--- src/rtl/axist_test_csr_pkg.sv ---
// Shared definitions for the AXI4-ST test CSR block: register map, bit positions
// and run-sequencer states.
package axist_test_csr_pkg;

  localparam logic [15:0] OFF_ID         = 16'h0000;
  localparam logic [15:0] OFF_CTRL       = 16'h0004;
  localparam logic [15:0] OFF_NUM_PKTS   = 16'h0008;
  localparam logic [15:0] OFF_PAT_SEED   = 16'h000C;
  localparam logic [15:0] OFF_STATUS     = 16'h0010;
  localparam logic [15:0] OFF_TX_CNT     = 16'h0014;
  localparam logic [15:0] OFF_RX_CNT     = 16'h0018;
  localparam logic [15:0] OFF_ERR_CNT    = 16'h001C;
  localparam logic [15:0] OFF_RUN_CYCLES = 16'h0020;
  localparam logic [15:0] OFF_SCRATCH    = 16'h0024;

  localparam int CTRL_START = 0;
  localparam int CTRL_LOOP  = 1;
  localparam int CTRL_CONT  = 2;
  localparam int CTRL_STOP  = 3;

  localparam int STATUS_BUSY = 0;
  localparam int STATUS_DONE = 1;
  localparam int STATUS_ERR  = 2;

  localparam logic [31:0] UNMAPPED_RDATA = 32'hBADA_DD00;

  typedef enum logic [1:0] {
    ST_IDLE     = 2'd0,
    ST_RUN      = 2'd1,
    ST_STOPPING = 2'd2
  } run_state_e;

endpackage

--- src/rtl/axist_sat_counter.sv ---
// Saturating event counter with synchronous clear; clear beats increment.
module axist_sat_counter #(
  parameter int CNT_W = 32
) (
  input  logic             clk,
  input  logic             rst_n,
  input  logic             clr_i,
  input  logic             inc_i,
  output logic [CNT_W-1:0] cnt_o
);

  localparam logic [CNT_W-1:0] CNT_MAX = '1;

  logic [CNT_W-1:0] cnt_q;
  logic [CNT_W-1:0] cnt_d;

  function automatic logic [CNT_W-1:0] sat_inc(input logic [CNT_W-1:0] v);
    return (v == CNT_MAX) ? v : v + CNT_W'(1);
  endfunction

  always_comb begin
    cnt_d = cnt_q;
    if (clr_i) begin
      cnt_d = '0;
    end else if (inc_i) begin
      cnt_d = sat_inc(cnt_q);
    end
  end

  always_ff @(posedge clk) begin
    if (!rst_n) begin
      cnt_q <= '0;
    end else begin
      cnt_q <= cnt_d;
    end
  end

  assign cnt_o = cnt_q;

endmodule

--- src/rtl/axist_test_csr.sv ---
// Register bank and run sequencer for the AXI4-ST traffic generator/checker,
// fed by the JTAG-to-AVMM offset decode; reads return one cycle after rd_en.
module axist_test_csr
  import axist_test_csr_pkg::*;
#(
  parameter logic [31:0] ID_VALUE     = 32'hA1B5_0001,
  parameter int          CNT_W        = 32,
  parameter logic [15:0] NUM_PKTS_RST = 16'd16
) (
  input  logic        clk,
  input  logic        rst_n,
  input  logic [15:0] wr_rd_addr,
  input  logic        wr_en,
  input  logic        rd_en,
  input  logic [31:0] wr_data,
  output logic [31:0] rd_datain,
  output logic        rd_dvalid,
  output logic        start_o,
  output logic        stop_o,
  output logic        loopback_o,
  output logic        cont_o,
  output logic [15:0] num_pkts_o,
  output logic [31:0] seed_o,
  input  logic        tx_pkt_i,
  input  logic        rx_pkt_i,
  input  logic        err_i,
  input  logic        done_i
);

  run_state_e state_q;
  logic       start_q, stop_q;
  logic       ctrl_loop_q, ctrl_cont_q;
  logic [15:0] num_pkts_q;
  logic [31:0] seed_q, scratch_q;
  logic       sts_done_q, sts_done_d;
  logic       sts_err_q, sts_err_d;
  logic [31:0] rd_data_q, rd_data_d;
  logic       rd_vld_q;
  logic [31:0] rd_mux;

  logic wr_ctrl, wr_num_pkts, wr_seed, wr_status, wr_scratch;
  logic start_fire, stop_fire, run_active;

  logic [CNT_W-1:0] tx_cnt, rx_cnt, err_cnt, run_cnt;

  // Exact offset match also rejects misaligned addresses.
  assign wr_ctrl     = wr_en && (wr_rd_addr == OFF_CTRL);
  assign wr_num_pkts = wr_en && (wr_rd_addr == OFF_NUM_PKTS);
  assign wr_seed     = wr_en && (wr_rd_addr == OFF_PAT_SEED);
  assign wr_status   = wr_en && (wr_rd_addr == OFF_STATUS);
  assign wr_scratch  = wr_en && (wr_rd_addr == OFF_SCRATCH);

  assign run_active = (state_q != ST_IDLE);
  assign start_fire = wr_ctrl && wr_data[CTRL_START] && (state_q == ST_IDLE);
  // A done_i arriving with the STOP write ends the run without a stop pulse.
  assign stop_fire  = wr_ctrl && wr_data[CTRL_STOP] && (state_q == ST_RUN) && !done_i;

  axist_sat_counter #(.CNT_W(CNT_W)) u_tx_cnt (
    .clk(clk), .rst_n(rst_n), .clr_i(start_fire), .inc_i(tx_pkt_i), .cnt_o(tx_cnt)
  );
  axist_sat_counter #(.CNT_W(CNT_W)) u_rx_cnt (
    .clk(clk), .rst_n(rst_n), .clr_i(start_fire), .inc_i(rx_pkt_i), .cnt_o(rx_cnt)
  );
  axist_sat_counter #(.CNT_W(CNT_W)) u_err_cnt (
    .clk(clk), .rst_n(rst_n), .clr_i(start_fire), .inc_i(err_i), .cnt_o(err_cnt)
  );
  axist_sat_counter #(.CNT_W(CNT_W)) u_run_cnt (
    .clk(clk), .rst_n(rst_n), .clr_i(start_fire), .inc_i(run_active), .cnt_o(run_cnt)
  );

  always_ff @(posedge clk) begin
    if (!rst_n) begin
      state_q <= ST_IDLE;
      start_q <= 1'b0;
      stop_q  <= 1'b0;
    end else begin
      start_q <= 1'b0;
      stop_q  <= 1'b0;
      case (state_q)
        ST_IDLE: begin
          if (start_fire) begin
            state_q <= ST_RUN;
            start_q <= 1'b1;
          end
        end
        ST_RUN: begin
          if (done_i) begin
            state_q <= ST_IDLE;
          end else if (stop_fire) begin
            state_q <= ST_STOPPING;
            stop_q  <= 1'b1;
          end
        end
        ST_STOPPING: begin
          if (done_i) state_q <= ST_IDLE;
        end
        default: state_q <= ST_IDLE;
      endcase
    end
  end

  // Sticky status: a set in the same cycle as a W1C wins.
  always_comb begin
    sts_done_d = sts_done_q;
    if (start_fire) begin
      sts_done_d = 1'b0;
    end else if (done_i && run_active) begin
      sts_done_d = 1'b1;
    end else if (wr_status && wr_data[STATUS_DONE]) begin
      sts_done_d = 1'b0;
    end

    sts_err_d = sts_err_q;
    if (err_i) begin
      sts_err_d = 1'b1;
    end else if (wr_status && wr_data[STATUS_ERR]) begin
      sts_err_d = 1'b0;
    end
  end

  always_ff @(posedge clk) begin
    if (!rst_n) begin
      ctrl_loop_q <= 1'b0;
      ctrl_cont_q <= 1'b0;
      num_pkts_q  <= NUM_PKTS_RST;
      seed_q      <= '0;
      scratch_q   <= '0;
      sts_done_q  <= 1'b0;
      sts_err_q   <= 1'b0;
    end else begin
      if (wr_ctrl) begin
        ctrl_loop_q <= wr_data[CTRL_LOOP];
        ctrl_cont_q <= wr_data[CTRL_CONT];
      end
      if (wr_num_pkts) num_pkts_q <= wr_data[15:0];
      if (wr_seed)     seed_q     <= wr_data;
      if (wr_scratch)  scratch_q  <= wr_data;
      sts_done_q <= sts_done_d;
      sts_err_q  <= sts_err_d;
    end
  end

  always_comb begin
    rd_mux = UNMAPPED_RDATA;
    case (wr_rd_addr)
      OFF_ID:         rd_mux = ID_VALUE;
      OFF_CTRL:       rd_mux = {29'd0, ctrl_cont_q, ctrl_loop_q, 1'b0};
      OFF_NUM_PKTS:   rd_mux = {16'd0, num_pkts_q};
      OFF_PAT_SEED:   rd_mux = seed_q;
      OFF_STATUS:     rd_mux = {29'd0, sts_err_q, sts_done_q, run_active};
      OFF_TX_CNT:     rd_mux = 32'(tx_cnt);
      OFF_RX_CNT:     rd_mux = 32'(rx_cnt);
      OFF_ERR_CNT:    rd_mux = 32'(err_cnt);
      OFF_RUN_CYCLES: rd_mux = 32'(run_cnt);
      OFF_SCRATCH:    rd_mux = scratch_q;
      default:        rd_mux = UNMAPPED_RDATA;
    endcase
    rd_data_d = rd_en ? rd_mux : 32'd0;
  end

  always_ff @(posedge clk) begin
    if (!rst_n) begin
      rd_data_q <= '0;
      rd_vld_q  <= 1'b0;
    end else begin
      rd_data_q <= rd_data_d;
      rd_vld_q  <= rd_en;
    end
  end

  assign rd_datain  = rd_data_q;
  assign rd_dvalid  = rd_vld_q;
  assign start_o    = start_q;
  assign stop_o     = stop_q;
  assign loopback_o = ctrl_loop_q;
  assign cont_o     = ctrl_cont_q;
  assign num_pkts_o = num_pkts_q;
  assign seed_o     = seed_q;

endmodule

--- config.mk ---
export PLATFORM = sky130hd
export DESIGN_NAME = axist_test_csr
export DESIGN_NICKNAME = d
export VERILOG_FILES = /design/src/rtl/axist_test_csr_pkg.sv /design/src/rtl/axist_sat_counter.sv /design/src/rtl/axist_test_csr.sv
export SDC_FILE = /design/constraint.sdc
export NUM_CORES = 1
export LEC_CHECK = 0
export ABC_AREA = 1
export BUFFER_PORTS_ARGS = -buffer_cell sky130_fd_sc_hd__buf_2
export CORE_UTILIZATION = 54
export CTS_CLUSTER_SIZE = 10
export DETAILED_ROUTE_END_ITERATION = 10
export GPL_ROUTABILITY_DRIVEN = 0
export PLACE_DENSITY = 0.77
export SLEW_MARGIN = 20
export SYNTH_ARGS = -nofsm -noshare
export SYNTH_HDL_FRONTEND = slang
export SYNTH_HIERARCHICAL = 1
export SYNTH_SLANG_ARGS = --single-unit
--- constraint.sdc ---
create_clock -name clk -period 1.8 [get_ports clk]
set_input_delay 0.27 -clock clk [delete_from_list [all_inputs] [get_ports clk]]
set_output_delay 0.27 -clock clk [all_outputs]
set_load 0.01 [all_outputs]
# After elaboration in Yosys (flattened, before gate mapping)
# Cells that the tools add are included.
# classes
addsub,4
n_eq_ne,18
n_mux,12
bitwise,6
reduce_logical,28
# op_table
operator,n
case mux 32 bit (10 select lines),1
"adder 32 x 1 -> 32 bit, second input constant",4
"equality test 32 bit, second input constant",4
"equality test 16 x 5 -> 1 bit, second input constant",4
"equality test 16 x 4 -> 1 bit, second input constant",2
"equality test 16 x 6 -> 1 bit, second input constant",2
"equality test 16 x 3 -> 1 bit, second input constant",1
logical NOT 16 bit,1
logical AND 1 bit,13
AND reduction 2 bit,6
2-to-1 mux 2 bit,4
2-to-1 mux 1 bit,6
inverter 1 bit,6
case mux 2 bit (3 select lines),1
nonzero test 2 bit,3
"inequality test 2 bit, second input constant",2
"inequality test 3 bit, second input constant",1
AND reduction 3 bit,1
OR reduction 3 bit,1
"equality test 2 x 1 -> 1 bit, second input constant",1
"equality test 2 bit, second input constant",1
logical NOT 2 bit,1
OR reduction 2 bit,1
logical NOT 1 bit,1
# word_totals
reg_bits,249
inputBits,56
out_inout_bits,85
word_cells,84

# Longest topological paths before layout
# Gate-level depths: netlist of the first run.
# depth
word_depth,8
mapped_depth,13
depth_no_buf,12

# Hierarchy
# The synthesis of the first run kept the hierarchy.
# modules_own_cells
module,instances,cells_per_inst,area_per_inst_um2,seq_area_each_um2
axist_sat_counter,4,337,1931.9,640.6
axist_test_csr,1,967,6543.8,2422.3

# Least setup slack after synthesis of the first run
# OpenSTA, ideal clock, no wires.
# synth_timing
kind,in2reg
start,in wr_rd_addr[15]
end,reg u_err_cnt.cnt_q[1] (netlist: u_err_cnt/cnt_o[1])
setup_time_ns,0.116
arrival_time_ns,1.830
required_time_ns,1.684
slack_ns,-0.146
path_stages,11
path_buffers,3
path_cell_list,nor2_1 nand2_1 nor2_2 buf_6 buf_6 nand3_2 nor3_1 nor2_1 clkbuf_1 o21ai_0 nor2_1
# synth_between
elab_chain_cells,5
# synth_lines
element,line,text
from (decl),axist_test_csr.sv:12,"input logic [15:0] wr_rd_addr,"
equality test 16 x 3 -> 1 bit,axist_test_csr.sv:47,assign wr_ctrl = wr_en && (wr_rd_addr == OFF_CTRL);
logical AND 1 bit,axist_test_csr.sv:47,
logical AND 1 bit (2 in series),axist_test_csr.sv:54,assign start_fire = wr_ctrl && wr_data[CTRL_START] && (state_q == ST_IDLE);
net start_fire,axist_test_csr.sv:42,"logic start_fire, stop_fire, run_active;"
OR reduction 2 bit (no line),-,
to (signal assigned),axist_sat_counter.sv:34,cnt_q <= cnt_d;
to (decl),axist_sat_counter.sv:14,logic [CNT_W-1:0] cnt_q;
# The timed path passes the listed nets, and every way through them passes these cells.
# A chain may end at the register's enable or synchronous reset.

# Worst setup path in the final report of the first run
# layout_timing
start,reg u_err_cnt.cnt_q[0] (netlist: u_err_cnt/cnt_o[0])
end,reg u_err_cnt.cnt_q[2] (netlist: u_err_cnt/cnt_o[2])
# layout_between
elab_chain_cells,3
word_cells_on_any_way,4
cone_classes,add/sub: 1; eq/ne: 1; bitwise: 1; reduce/logical: 1
# layout_lines
element
branches (longest 3 deep; another with adder 32 x 1 -> 32 bit)
# Several ways; the timed one is not identified.

==> results of run 1 <==
synth_stat cells, drive strengths merged:
| master | count | area share, % |
|---|---|---|
| nand3 | 294 | 10 |
| nor2 | 503 | 14 |
| clkbuf | 41 | 1.1 |
| nand4 | 71 | 3.2 |
| nor4 | 2 | 0.088 |
| o211ai | 1 | 0.053 |
| nand2 | 559 | 15 |
| a21oi | 176 | 6.4 |
| ha | 4 | 0.35 |
| buf | 56 | 2.8 |
| nor3 | 19 | 0.67 |
| a211oi | 5 | 0.26 |
| inv | 214 | 5.6 |
| a31oi | 4 | 0.18 |
| o21ai | 97 | 3.4 |
| dfxtp | 249 | 35 |
| o22ai | 4 | 0.18 |
| nand3b | 9 | 0.56 |
| clkinv | 2 | 0.053 |
| and2 | 4 | 0.18 |
| and3 | 1 | 0.044 |
worst paths after layout:
kind	startpoint	endpoint	slack, ps
min reg2reg	seed_o[2]	seed_o[2]	460
max reg2reg	u_err_cnt/cnt_o[0]	u_err_cnt/cnt_o[2]	70
max	u_err_cnt/cnt_o[0]	u_err_cnt/cnt_o[2]	70
min	wr_data[8]	num_pkts_o[8]	20
state kept, by name (all words and copies together) (netlist names):
signal           flops
cont_o               1
loopback_o           1
num_pkts_o          16
rd_datain           32
rd_dvalid            1
scratch_q           32
seed_o              32
start_o              1
state_q              2
stop_o               1
sts_done_q           1
sts_err_q            1
u_err_cnt/cnt_o     32
u_run_cnt/cnt_o     32
u_rx_cnt/cnt_o      32
u_tx_cnt/cnt_o      32
critical path, stage by stage (launching register included):
cell and delay, ps:
dfxtp_1 340, ha_2 210, nand2_2 90, nor2_4 180
nand2_1 100, nor2_2 140, nand2_1 100, buf_8 180
nand2_1 110, o21ai_1 70, nor2_1 130
logic make-up (layout without fill, tap and decap cells):
family	Yosys count	count (layout)	synth area share, %
adders and majority gates	4	4	0.351
DFF	249	249	34.9
buffers and inverters	313	572	9.54
AOI/OAI and AO/OA	287	287	10.5
and+or+nand+nor	1462	1462	44.7
cell usage in the layout (no fill, tap or decap), types with 2 or more instances in the layout:
cell           instances
nand3_1              288
a21oi_1              166
buf_2                140
nor2_2                22
ha_2                   2
a211oi_1               5
nor3_1                17
nand2_2               13
dlygate4sd3_1         19
a31oi_1                4
nand3b_1               8
nand3_2                6
dfxtp_2               15
nor2_4                20
buf_4                134
nor4_1                 2
buf_12                20
nand2_1              542
clkinv_1               2
nand2_4                4
o21ai_0               62
buf_6                  4
o21ai_1               35
dfxtp_1              234
clkbuf_16             29
a21oi_2               10
nand4_2                3
clkbuf_1               7
o22ai_1                4
nor2_1               460
ha_4                   2
inv_2                 13
nand4_1               68
inv_1                200
and2_1                 4
final cells by class:
cell class / instances / share of cell area, %
clock buffer: 36 / 4.31
clock inverter: 2 / 0.287
inverter: 216 / 4.66
multi-input combinational: 1753 / 46.1
sequential: 249 / 28.7
tap: 335 / 2.40
timing repair buffer: 318 / 13.5
per-layer routing:
layer | part of all wire, % | vias up | track usage (%)
li1 | - | 7989 | -
met1 | 40 | 7704 | 48.8
met2 | 45 | 955 | 59.5
met3 | 10 | 188 | 6.13
met4 | 4.6 | 0 | 15.2
met5 | 0 | - | 0
timing repair:
item,4_1_cts,5_1_grt
hold buffers,19,0
buffers inserted,0,1
endpoints found under the setup margin,1,122
gates resized for setup,1,47
pin swaps,0,7
endpoints found under the hold margin,30,0
power breakdown:
| part | switching (mW) | total (mW) | internal [mW] |
|---|---|---|---|
| Clock | 2.27 | 5.31 | 3.03 |
| Sequential | 0.0248 | 5.57 | 5.55 |
| Combinational | 0.389 | 0.620 | 0.231 |
stage by stage:
stage | hold WS (ps) | cell area [um2] | util (%) | std cells | setup WS [ps]
6_report | 19.1 | 17400 | 67.1 | 2909 | 70.1
3_5_place_dp | 453 | 16300 | 62.8 | 2851 | -69.7
4_1_cts | 5.98 | 17300 | 66.6 | 2908 | 4.39
5_1_grt | 19.8 | 17400 | 67.1 | 2909 | -10.9
3_3_place_gp | 453 | 16300 | 62.8 | 2851 | -51.5
2_1_floorplan | 387 | 14300 | - | 2315 | 29.2
==> flow_summary.yaml, run 1 <==
floorplan:
  chipHeight_um: 165
  rows: 59
  ios: 141
  start_util_pct: 54.9
  core_um2: 26000
  die_area_um2: 27100
  die_x_um: 165
hold_path:
  hold_path_class: "input port to register"
  holdPathStages: 3
cts:
  ctsRootBufferMaster: "clkbuf_16"
  clock_latency_ps: 560
  path_clk_slew_ps: 60
  cts_tree: "yes"
  cts_max_level: 1
  cts_sinks: 249
  clk_path_buf_depth: 3
  cts_buffers: 29
timing:
  finalClockSkew_ps: 12.6
  timing_worst_slew_pin_value_ps: 442
  slew_headroom_pct: 70.3
  slew_violations: 0
  final.min_clock_period_ps: 1730
  fin_setup_tns_ps: 0
  fin_crit_sh_pct: 96.1
  final_hold_viol_count: 0
  max_freq_mhz: 578
  setup_viol: 0
synthesis:
  synth.cell_area_um2: 14300
  ys_types: 35
  syn_area_per_cell_um2: 6.16
  ys_seq_elements: 249
  synth_fp_nets: 2375
  seq_area_frac_synth_pct: 34.9
  yosysWarnings: 6
  netlist_instances: 2315
pwr:
  p_leak_nw: 7.29
  ir_drop_uv: 745
  power_density_nw_per_um2: 659
  p_total_mw: 11.5
global_routing:
  antenna_found_initial: 0
  grt_max_degree: 35
  gr-usage-all-layers_pct: 36.9
  grt_pass1_wl_um: 78400
  grt.overflow.total: 0
  grt_pass1_vias: 14900
routing:
  wirelength_um: 50700
  drtAntennaViolNets: 0
  drtPass1Iterations: 8
  vias_per_cell: 5.79
  wl_per_cell_um: 17.4
  drt_iter0_drc: 2447
  vias: 16800
  route.detailed.drc: 0
final_layout:
  regArea_um2: 5000
  nets: 2627
  multiInputGateArea_um2: 8050
  diodes: 0
  area_growth_syn_to_layout_pct: 22.2
  drive_gt1_share_pct: 17.3
  num-fill-cells: 2316
place:
  dp_hpwl_um: 39000
  portBuffers: 140
setup_path:
  r2r_cells: 10
  arrival_ps: 2220
  startpoint_type: "register"
  worstPathMaxFanout: 29
  critPathKind: "register to register"
  required_ps: 2290
  critPathCaptureType: "register"
run_status:
  status: "complete, no violations"
run:
  maxCapViolations: 0
Note: power is estimated with default switching activity, not from simulation.
==> inputs of run 2 (changes only) <==
--- a/config.mk
+++ b/config.mk
@@ -11,7 +11,7 @@
 export CTS_CLUSTER_SIZE = 10
 export DETAILED_ROUTE_END_ITERATION = 10
 export GPL_ROUTABILITY_DRIVEN = 0
-export PLACE_DENSITY = 0.77
+export PLACE_DENSITY = 0.75
 export SLEW_MARGIN = 20
 export SYNTH_ARGS = -nofsm -noshare
 export SYNTH_HDL_FRONTEND = slang
==> run 2 against run 1 <==
Critical path depth unchanged; wire length grew 1.8%; fmax down 3.1%; worst setup slack lost 56 ps; combinational power rose by 1%; global-route usage increased by 0.60 points; final cell count up 0.86%; highest routed layer unchanged; critical path type unchanged; sequential share of layout area shrank 0.42 points; final area increased by 1.4%; power is 3.0% higher.
==> flow_summary.yaml, run 2 (synthesis gave the netlist of run 1 again) <==
routing:
  wl_per_cell_um: 17.6
  drtAntennaViolNets: 0
  vias: 16900
  route.detailed.drc: 0
  drt_iter0_drc: 2087
  wirelength_um: 51600
  vias_per_cell: 5.76
  drtPass1Iterations: 6
cts:
  cts_tree: "yes"
  cts_sinks: 249
  ctsRootBufferMaster: "clkbuf_16"
  path_clk_slew_ps: 60
  clock_latency_ps: 580
  cts_buffers: 30
  cts_max_level: 1
  clk_path_buf_depth: 3
setup_path:
  critPathKind: "register to register"
  slowest_delay_ps: 330
  arrival_ps: 2260
  path_buf_inv: 0
  critPathTopFamily: "simple AND/OR/NAND/NOR gates"
  worstPathMaxFanout: 4
  critPathCaptureType: "register"
  crit_chain: "ha_2 > nand2_2 > nor2_4 > nand2_1 > nor2_1 > nand2_1 > nor2_1 > nand3_1 > nand2_1 > nor2_1"
  required_ps: 2280
  critPathSlowestCell: "dfxtp_1"
  startpoint_type: "register"
global_routing:
  grt_max_degree: 65
  grt_pass1_wl_um: 79300
  grt.overflow.total: 0
  antenna_found_initial: 0
  gr-usage-all-layers_pct: 37.5
  grt_pass1_vias: 15100
place:
  dp_hpwl_um: 39300
  portBuffers: 140
  placed_area_um2: 16400
final_layout:
  diodes: 0
  area_growth_syn_to_layout_pct: 23.9
  multiInputGateArea_um2: 8070
  num-fill-cells: 2287
  final_area_um2: 17700
  drive_gt1_share_pct: 18.4
  regArea_um2: 5000
  final_common_cell: "nand2_1"
  nets: 2647
  layout_common_cells: "536 x nand2_1, 456 x nor2_1, 289 x nand3_1, 238 x dfxtp_1, 198 x inv_1"
timing:
  final.min_clock_period_ps: 1790
  timing_worst_slew_pin_value_ps: 573
  slew_violations: 0
  rsz0062_at_grt: "yes"
  setup_viol: 0
  finalClockSkew_ps: 24.7
  final_hold_viol_count: 0
  slew_headroom_pct: 61.8
  max_freq_mhz: 560
  fin_crit_sh_pct: 99.2
pwr:
  power_density_nw_per_um2: 670
  p_total_mw: 11.8
  ir_drop_uv: 783
  p_leak_nw: 7.44
hold_path:
  hold_path_class: "input port to register"
floorplan:
  die_x_um: 165
  core_um2: 26000
  ios: 141
  rows: 59
  start_util_pct: 54.9
  die_area_um2: 27100
  chipHeight_um: 165
run:
  maxCapViolations: 0
run_status:
  status: "complete, no violations"
[run 2: changes by cell type in the layout (fill, tap and decap cells not counted), sizes merged]
| cell | before | now |
|---|---|---|
| clkinv | 2 | 4 |
| clkbuf | 36 | 42 |
| buf | 299 | 317 |
| clkinvlp | 0 | 1 |
| inv | 215 | 213 |
[run 2: path summary, 6_finish.rpt]
| path | slack (ps) | from | to | depth (start not counted) |
|---|---|---|---|---|
| worst min-delay path | 20 | wr_data[0] | scratch_q[0] | 3 |
| worst min register to register | 470 | seed_o[25] | seed_o[25] | 2 |
| worst max-delay path | 10 | u_run_cnt/cnt_o[0] | u_run_cnt/cnt_o[26] | 10 |
| worst max register to register | 10 | u_run_cnt/cnt_o[0] | u_run_cnt/cnt_o[26] | 10 |
[run 2: what timing repair did]
action / CTS / global route
hold buffers: 19 / 0
endpoints found under the setup margin: 0 / 113
resized for setup: 0 / 58
endpoints found under the hold margin: 31 / 0
setup buffers: 0 / 8
[run 2: through the flow]
step           cells  setup TNS [ps]  setup slack, ps  hold WS (ps)  util (%)
6_report        2934               0             13.8          18.3      68.1
5_1_grt         2934            -318            -62.3          14.0      68.1
4_1_cts         2925               0             19.9        0.0682      67.1
3_5_place_dp    2862            -929            -73.8           457      63.0
2_1_floorplan   2315               0             29.2           387         -
3_3_place_gp    2862            -725            -56.4           450      63.0
[run 2: layout make-up]
type | instances | share of cell area (%)
Timing Repair Buffer | 337 | 14.1
Inverter | 216 | 4.62
Clock buffer | 41 | 4.65
Multi-Input combinational cell | 1753 | 45.6
Sequential cell | 249 | 28.3
Tap cell | 335 | 2.37
Clock inverter | 3 | 0.368
[run 2: power breakdown]
group	switching, mW	internal, mW	total (mW)
Sequential	0.0276	5.55	5.58
Clock	2.36	3.28	5.64
Combinational	0.390	0.239	0.629
[run 2: layer usage]
metal | vias to the layer above | global-route usage, % | routed length (um)
met5 | - | 0 | 0
met4 | 0 | 18.1 | 2750
met3 | 188 | 5.55 | 5140
met2 | 976 | 60.8 | 23400
met1 | 7728 | 48.8 | 20200
li1 | 8021 | - | -
[run 2: worst reg2reg max path: stages, from the launching register on]
cell	delay, ps
dfxtp_1	330
ha_2	210
nand2_2	90
nor2_4	190
nand2_1	120
nor2_1	250
nand2_1	150
nor2_1	170
nand3_1	80
nand2_1	70
nor2_1	40
